[src/rtl/image_stats_acc.sv]
// First- and second-order statistics over one X/Y image pair for the SSIM datapath.
// Two-stage pipeline: stage 1 registers the pixels and their products, stage 2 accumulates them.
module image_stats_acc #(
  parameter int unsigned N_PIXELS = 784,
  parameter int unsigned DATA_W   = 8,
  parameter int unsigned CNT_W    = 10,
  parameter int unsigned SUM_W    = 18,
  parameter int unsigned SQ_W     = 26
) (
  input  logic              clk,
  input  logic              rst,
  input  logic              start,
  input  logic              pix_valid,
  input  logic [DATA_W-1:0] x_in,
  input  logic [DATA_W-1:0] y_in,
  output logic              busy,
  output logic              done,
  output logic [CNT_W-1:0]  count,
  output logic [SUM_W-1:0]  sum_x,
  output logic [SUM_W-1:0]  sum_y,
  output logic [SQ_W-1:0]   sum_xx,
  output logic [SQ_W-1:0]   sum_yy,
  output logic [SQ_W-1:0]   sum_xy
);

  localparam int unsigned      PW       = 2 * DATA_W;
  localparam logic [CNT_W-1:0] LAST_CNT = CNT_W'(N_PIXELS - 1);

  typedef enum logic [1:0] {IDLE, ACCUM, FLUSH, DONE} state_e;

  state_e            state_q, state_d;
  logic [CNT_W-1:0]  count_q, count_d;
  logic              s1_valid_q, s1_valid_d;
  logic [DATA_W-1:0] s1_x_q, s1_x_d, s1_y_q, s1_y_d;
  logic [PW-1:0]     s1_xx_q, s1_xx_d, s1_yy_q, s1_yy_d, s1_xy_q, s1_xy_d;
  logic [SUM_W-1:0]  sum_x_q, sum_x_d, sum_y_q, sum_y_d;
  logic [SQ_W-1:0]   sum_xx_q, sum_xx_d, sum_yy_q, sum_yy_d, sum_xy_q, sum_xy_d;

  always_comb begin
    state_d    = state_q;
    count_d    = count_q;
    s1_valid_d = 1'b0;
    s1_x_d     = s1_x_q;
    s1_y_d     = s1_y_q;
    s1_xx_d    = s1_xx_q;
    s1_yy_d    = s1_yy_q;
    s1_xy_d    = s1_xy_q;
    sum_x_d    = sum_x_q;
    sum_y_d    = sum_y_q;
    sum_xx_d   = sum_xx_q;
    sum_yy_d   = sum_yy_q;
    sum_xy_d   = sum_xy_q;

    // Stage 2 runs independently of state so FLUSH absorbs the final pair;
    // the clear on start below takes priority over it.
    if (s1_valid_q) begin
      sum_x_d  = sum_x_q  + SUM_W'(s1_x_q);
      sum_y_d  = sum_y_q  + SUM_W'(s1_y_q);
      sum_xx_d = sum_xx_q + SQ_W'(s1_xx_q);
      sum_yy_d = sum_yy_q + SQ_W'(s1_yy_q);
      sum_xy_d = sum_xy_q + SQ_W'(s1_xy_q);
    end

    unique case (state_q)
      IDLE: begin
        if (start) begin
          state_d  = ACCUM;
          count_d  = '0;
          s1_x_d   = '0;
          s1_y_d   = '0;
          s1_xx_d  = '0;
          s1_yy_d  = '0;
          s1_xy_d  = '0;
          sum_x_d  = '0;
          sum_y_d  = '0;
          sum_xx_d = '0;
          sum_yy_d = '0;
          sum_xy_d = '0;
        end
      end
      ACCUM: begin
        if (pix_valid) begin
          s1_valid_d = 1'b1;
          s1_x_d     = x_in;
          s1_y_d     = y_in;
          s1_xx_d    = PW'(x_in) * PW'(x_in);
          s1_yy_d    = PW'(y_in) * PW'(y_in);
          s1_xy_d    = PW'(x_in) * PW'(y_in);
          count_d    = count_q + CNT_W'(1);
          if (count_q == LAST_CNT) state_d = FLUSH;
        end
      end
      FLUSH:   state_d = DONE;
      DONE:    state_d = IDLE;
      default: state_d = IDLE;
    endcase
  end

  always_ff @(posedge clk or posedge rst) begin
    if (rst) begin
      state_q    <= IDLE;
      count_q    <= '0;
      s1_valid_q <= 1'b0;
      s1_x_q     <= '0;
      s1_y_q     <= '0;
      s1_xx_q    <= '0;
      s1_yy_q    <= '0;
      s1_xy_q    <= '0;
      sum_x_q    <= '0;
      sum_y_q    <= '0;
      sum_xx_q   <= '0;
      sum_yy_q   <= '0;
      sum_xy_q   <= '0;
    end else begin
      state_q    <= state_d;
      count_q    <= count_d;
      s1_valid_q <= s1_valid_d;
      s1_x_q     <= s1_x_d;
      s1_y_q     <= s1_y_d;
      s1_xx_q    <= s1_xx_d;
      s1_yy_q    <= s1_yy_d;
      s1_xy_q    <= s1_xy_d;
      sum_x_q    <= sum_x_d;
      sum_y_q    <= sum_y_d;
      sum_xx_q   <= sum_xx_d;
      sum_yy_q   <= sum_yy_d;
      sum_xy_q   <= sum_xy_d;
    end
  end

  assign busy   = (state_q != IDLE);
  assign done   = (state_q == DONE);
  assign count  = count_q;
  assign sum_x  = sum_x_q;
  assign sum_y  = sum_y_q;
  assign sum_xx = sum_xx_q;
  assign sum_yy = sum_yy_q;
  assign sum_xy = sum_xy_q;

endmodule

[config.mk]
export PLATFORM = sky130hd
export DESIGN_NAME = image_stats_acc
export DESIGN_NICKNAME = d
export VERILOG_FILES = /design/src/rtl/image_stats_acc.sv
export SDC_FILE = /design/constraint.sdc
export NUM_CORES = 1
export LEC_CHECK = 0
export CORE_MARGIN = 5
export CORE_UTILIZATION = 52
export CTS_BUF_LIST = sky130_fd_sc_hd__clkbuf_16
export CTS_CLUSTER_SIZE = 28
export DETAILED_ROUTE_END_ITERATION = 8
export GPL_TIMING_DRIVEN = 0
export PLACE_DENSITY = 0.77
export SLEW_MARGIN = 40
export SYNTH_ARGS = -nofsm -noshare
export SYNTH_HDL_FRONTEND = slang
export SYNTH_SLANG_ARGS = --single-unit
export TNS_END_PERCENT = 30
[constraint.sdc]
create_clock -name clk -period 22.6 [get_ports clk]
set_input_delay 6.78 -clock clk [delete_from_list [all_inputs] [get_ports clk]]
set_output_delay 6.78 -clock clk [all_outputs]
set_load 0.03 [all_outputs]
==> flow_metrics.tcl <==
set metrics [dict create \
    cts_inserted_buffers 17 \
    ys.flop_type "dfrtp_1" \
    ir_drop_uv 63.4 \
    static_leak_nw 8.81 \
    grt_first_pass_wirelength_microns 69200 \
    final_layout_size_suffix_gt1_frac 0.0355 \
    distinct_cell_type_count_after_synthesis 78 \
    root_buffer_master "clkbuf_16" \
    die-area_sq_um 34200 \
    fin_tns_setup_ns 0 \
    holdBufCountCts 0 \
    comb_power_share 0.585 \
    worstMarginPinSlew_ns 0.833 \
    synth_area_leader_cell "dfrtp_1" \
    grt.overflow.total 0 \
    timing.critical_path.max_delay_family "adder cells" \
    syn_inst 1736 \
    clkSinkCount 187 \
    syn_std_cell_area_sq_um 15900 \
    outcome "complete, no violations" \
    clock-skew-final_ns 0.00834 \
    share_of_the_clock_period_used_by_the_worst_path 0.532 \
    period_needed_ns 12.01 \
    synth.top_cells.by_area "dfrtp_1, ha_1, fa_1, inv_1, xnor2_1" \
    timing.final.setup_violations 0 \
    timing_worst_setup_path_type "in2reg" \
    synthDominantCellAreaShare 0.294 \
    hpwl_microns 33200 \
    initial_core_util 0.524 \
    post-route-drc-count 0 \
    die-width_microns 185 \
    initial_detailed_routing_violation_count 970 \
    cp_slowest_cell "clkdlybuf4s50_1" \
    critical_path.cell_chain "clkdlybuf4s50_1 -> buf_1 -> nand2_1 -> fa_1 -> fa_1 -> inv_1 -> fa_1 -> inv_1 -> fa_1 -> inv_1 -> ha_1 -> inv_1 -> o31ai_1 -> o41a_1 -> o41ai_1 -> o21ai_0 -> xnor2_1 -> o21ai_0" \
    worst_setup_path_endpoint "s1_xy_q[15]$_DFFE_PP0P_" \
    cp_max_fo 10 \
    regToRegEndpoint "sum_xy[22]$_DFF_PP0_" \
    max-clock-path-buffers 2 \
    finalWirelength_microns 42400 \
    via_count_of_the_first_global_routing_pass 13300 \
    fillerInstances 2559 \
    critical_path.startpoint_type "input pin" \
    drtPass1Iterations 5 \
    cts.htree.levels 4 \
    max-slew-margin-rel 0.445 \
    clkPwrFrac 0.152 \
    final_net_count 2177 \
    worst_r2r_startpoint "sum_xy[0]$_DFF_PP0_" \
    wl_per_cell_microns 18.4 \
    synthMostInstantiatedCell "dfrtp_1" \
    num_vias 13400 \
    required_ns 22.91 \
    rsz0062_at_grt "false" \
    asyncSetResetFlopFracSynth 1.00 \
    portBuffers 145 \
    ys_warn_count 0 \
    insertion_delay_ns 0.44 \
    worstRegToRegCells 9 \
    final_antenna_net_count 0 \
    slew_violations 0 \
    timing.max_cap.violations 0 \
    synthToLayoutAreaGrowth_pct 16.3 \
    top_level_ports 146 \
    vias_per_cell 5.78 \
    p_switching_w 0.000919 \
    seqCellArea_sq_um 4680 \
    p_int_w 0.00105 \
    power_switching_share 0.466 \
    setup.worst_path.start "y_in[4]" \
    synth.net_count 2011 \
    worstSetupPathDepth 18 \
    multiInputGateArea_sq_um 10300 \
    synth_sequential_area_ratio 0.294 \
    tritoncts "built" \
    core-area_sq_um 30300 \
    final_util 0.609 \
    grt_max_degree 81 \
    place.gp.congestion 0.934 \
    sequentialPowerShare 0.263 \
    cts_post_setup_buffers_inserted 0 \
    max_stage_delay_ns 0.82 \
    yosys-top-cells-count "dfrtp_1, ha_1, inv_1, nand2_1, nor2_1" \
    end_kind "register" \
    antenna_cells_inserted 0 \
    timing.final.hold_violations 0 \
    antenna_found_initial 0 \
    cts.repair.resized 0 \
    worst_setup_hold_path_clk_slew_ns 0.07 \
    clock.fmax_mhz 83.2 \
    syn-mean-instance-area_sq_um 9.16 \
    grt_overall_usage 0.251 \
    postSynthRegisterBits 187 \
    row_count 64 \
    timing.reg2reg.setup_slack_ns 19.67 \
    timing.hold.worst.class "reg2reg" \
    path_buf_inv 6 \
    power_density_nw_per_um2 107 \
    synth-edff-count 0 \
    die_y_microns 185 \
    worst-endpoint-arrival_ns 12.33 \
]
-- metrics by stage --
stage | cells | hold slack [ns] | worst slack (ns) | area [sq um] | power (W)
floorplan | 1736 | 0.454 | 10.73 | 15900 | 0.00131
global placement | 2277 | 0.475 | 8.20 | 17800 | 0.00162
detailed placement | 2279 | 0.501 | 10.17 | 17900 | 0.00166
CTS | 2311 | 0.517 | 10.63 | 18500 | 0.00196
global route | 2311 | 0.551 | 10.36 | 18500 | 0.00212
finish | 2311 | 0.511 | 10.59 | 18500 | 0.00197
-- worst min-delay path by stage --
| stage | from | to | slack, ns | cells after the start |
|---|---|---|---|---|
| 6_report | s1_yy_q[5]$_DFFE_PP0P_ | s1_yy_q[5]$_DFFE_PP0P_ | 0.51 | 2 |
| 3_3_place_gp | s1_xy_q[5]$_DFFE_PP0P_ | s1_xy_q[5]$_DFFE_PP0P_ | 0.48 | 2 |
| 4_1_cts | s1_yy_q[5]$_DFFE_PP0P_ | s1_yy_q[5]$_DFFE_PP0P_ | 0.52 | 2 |
| 2_1_floorplan | s1_x_q[2]$_DFFE_PP0P_ | s1_x_q[2]$_DFFE_PP0P_ | 0.45 | 2 |
| 3_5_place_dp | s1_yy_q[5]$_DFFE_PP0P_ | s1_yy_q[5]$_DFFE_PP0P_ | 0.50 | 2 |
| 5_1_grt | s1_y_q[4]$_DFFE_PP0P_ | s1_y_q[4]$_DFFE_PP0P_ | 0.55 | 1 |
-- layout make-up --
type	count	share of cell area
multi-input combinational	1325	0.559
sequential	187	0.253
timing repair buffer	147	0.0815
inverter	163	0.0335
tap	396	0.0268
clock buffer	17	0.0230
buffer	61	0.0147
clock inverter	15	0.00806
-- power by group through the flow --
stage / registers (W) / clock network, W / logic [W]
after floorplan: 0.000570 / 0 / 0.000738
after global placement: 0.000518 / 0 / 0.00110
after detailed placement: 0.000520 / 0 / 0.00114
after CTS: 0.000516 / 0.000302 / 0.00115
after global routing: 0.000527 / 0.000316 / 0.00128
final: 0.000519 / 0.000299 / 0.00115
-- flip-flops by register name (all words and copies together), names as in the netlist, 10 cells and up --
signal	flops
sum_x	18
sum_yy	26
sum_xx	26
s1_yy_q	14
count	10
s1_xy_q	16
sum_xy	26
s1_xx_q	14
sum_y	18
-- per-layer routing --
| metal | vias up | wire (microns) | global-route usage |
|---|---|---|---|
| met5 | - | 0 | 0 |
| met4 | 0 | 1160 | 0.0804 |
| met3 | 76 | 2960 | 0.0381 |
| met2 | 478 | 20000 | 0.413 |
| met1 | 6550 | 18300 | 0.346 |
| li1 | 6254 | - | - |
-- placed cells by master (no fill, tap or decap), types with 83 or more instances in the layout --
| cell type | count |
|---|---|
| a21oi_1 | 105 |
| and2_1 | 85 |
| clkdlybuf4s50_1 | 145 |
| dfrtp_1 | 187 |
| fa_1 | 89 |
| ha_1 | 166 |
| inv_1 | 162 |
| nand2_1 | 154 |
| nor2_1 | 142 |
| o21ai_0 | 83 |
-- tightest hold or removal path, delay by kind of cell (launching register included) --
kind,cells,cell delay (ns)
flip-flops,1,0.36
AO/OA/AOI/OAI,1,0.06
AND/OR/NAND/NOR,1,0.05
-- cell families after synthesis --
logic type	Yosys count	share of synthesized area
simple gates	552	0.170
mux	42	0.0265
flops	187	0.294
fa+ha+maj	255	0.243
xor+xnor	111	0.0612
buf+inv	224	0.0554
compound gates	365	0.149
(Power assumes the default switching activity.)
==> edit (config.mk and constraints unchanged) <==
Reset style: synchronous (`rst`), changed in one clocked block.
--- a/src/rtl/image_stats_acc.sv
+++ b/src/rtl/image_stats_acc.sv
@@ -96,7 +96,7 @@
     endcase
   end
 
-  always_ff @(posedge clk or posedge rst) begin
+  always_ff @(posedge clk) begin
     if (rst) begin
       state_q    <= IDLE;
       count_q    <= '0;
Formal check against the unedited RTL: differs if rst is asserted again (counterexample within 4 cycles, from zero or initial values and one cycle with rst high); with rst held inactive, the same outputs for 4 cycles.
==> edit against the original RTL <==
Setup slack improved by 0.10 ns; total power fell by 35%; sequential share of layout area fell by 4.1 points; final area fell by 4.4%; die area fell by 4.7%; sequential cell count did not move; synthesized area fell by 5.0%; routed wire length fell by 1.0%; critical path type unchanged; highest routed layer unchanged.
==> edit: results (changes against the original RTL) <==
* Routed via count divided by cell count at 5.734 (-0.80%)
* Status: finished, final reports clean
* Net count after synthesis at 2029 (+0.90%)
* Fraction of final layout cells sized beyond drive strength 1 at 0.03366 (-0.001848)
* Worst Setup EP: s1_yy_q[11]
* First DRT Iteration DRCs at 957 (-1.3%)
* Leakage dissipation at 0.007848 uW (-11%)
* Non-filler instance count after layout at 2315 (+0.17%)
* WHS Endpoint: s1_xy_q[5]
* Fraction of registers with async set or reset after synthesis at 0 (-1.000)
* Setup Slack @ Placement at 10.28 ns (+0.1114 ns)
* Sequential area share after synthesis at 0.2479 (-0.04644)
* Cells on worst reg2reg path at 8 (-1)
* Net count, final at 2193 (+0.73%)
* Hold path depth at 2 (unchanged)
* Antenna diodes at 0 (unchanged)
* Number of global-route vias before repair at 12987 (-2.6%)
* Post-CTS Setup Repair Bufs at 0 (unchanged)
* Maximum single-stage delay on the critical path at 0.88 ns (+0.06 ns)
* Routed WL per cell at 18.13 um (-1.2%)
* Number of different library cells in the post-synthesis netlist at 70 (-10%)
* Dpl hpwl at 33440 um (+0.68%)
* Hold Worst Slack at 0.4868 ns (-0.02391 ns)
* Most frequently used cell type in the post-synthesis netlist: sky130_fd_sc_hd__dfxtp_1
* Detail Route met2 WL at 19150 um (-4.1%)
* IR Drop Worst-Case VDD at 47.59 uV (-25%)
* Top area cells in the synthesized netlist: sky130_fd_sc_hd__dfxtp_1, sky130_fd_sc_hd__ha_1, sky130_fd_sc_hd__fa_1
* Post-detailed-placement cell area at 0.01704 mm^2 (-4.9%)
* Met2 layer usage reported by global route at 0.4207 (+0.007758)
* Cell count after synthesis at 1754 (+1.0%)
* Met3 Resource Use GR at 0.03492 (-0.003178)
* Worst Hold Class: reg2reg
* Rel. slew slack at 0.4440 (-0.0009040)
* Startpoint of the worst register-to-register path: state_q[1]
* Most numerous cell types in the synthesized netlist: sky130_fd_sc_hd__dfxtp_1, sky130_fd_sc_hd__nor2_1, sky130_fd_sc_hd__ha_1
* Routed met3 length at 2562 um (-13%)
* Worst r2r dst: sum_xx[0]
* Max Clock Skew at 0.01305 ns (+0.004711 ns)
* Period Utilization, post-route at 0.5270 (-0.004593)
* Met1 wire length at 18730 um (+2.2%)
* Flop-to-flop setup slack at 19.60 ns (-0.07 ns)
* Wire length of the first global-routing pass at 67880 um (-1.9%)
* Total Routing Usage GR at 0.2540 (+0.002469)
* Routability Congestion at 0.9191 (-1.6%)
* Met1 global-route usage at 0.3373 (-0.008412)
* Largest net degree at the start of global routing at 20 (-75%)
* Hold path startpoint: s1_xy_q[5]
edit: power by group:
| group | total [uW] | switching, uW | internal (uW) |
|---|---|---|---|
| sequential | 369 | 20.1 | 348 |
| combinational | 587 | 366 | 221 |
| clock | 319 | 148 | 170 |
edit: layout make-up:
type | instances | area (um^2)
Tap cell | 384 | 480.5
Fill cell | 2520 | 11030
Sequential cell | 187 | 3744
Multi-Input combinational cell | 1346 | 10540
Buffer | 65 | 247.7
Clock inverter | 15 | 201.4
Clock buffer | 17 | 425.4
Timing Repair Buffer | 145 | 1451
Inverter | 156 | 585.6
edit: kinds of logic (layout without fill, tap and decap cells):
group           after synthesis  after routing  share of synthesized area
simple gates                552            552                     0.1794
compound gates              398            398                     0.1772
fa+ha+maj                   255            255                     0.2555
buf+inv                     221            398                    0.05502
flops                       187            187                     0.2479
xor+xnor                    103            103                    0.05974
mux                          38             38                    0.02519
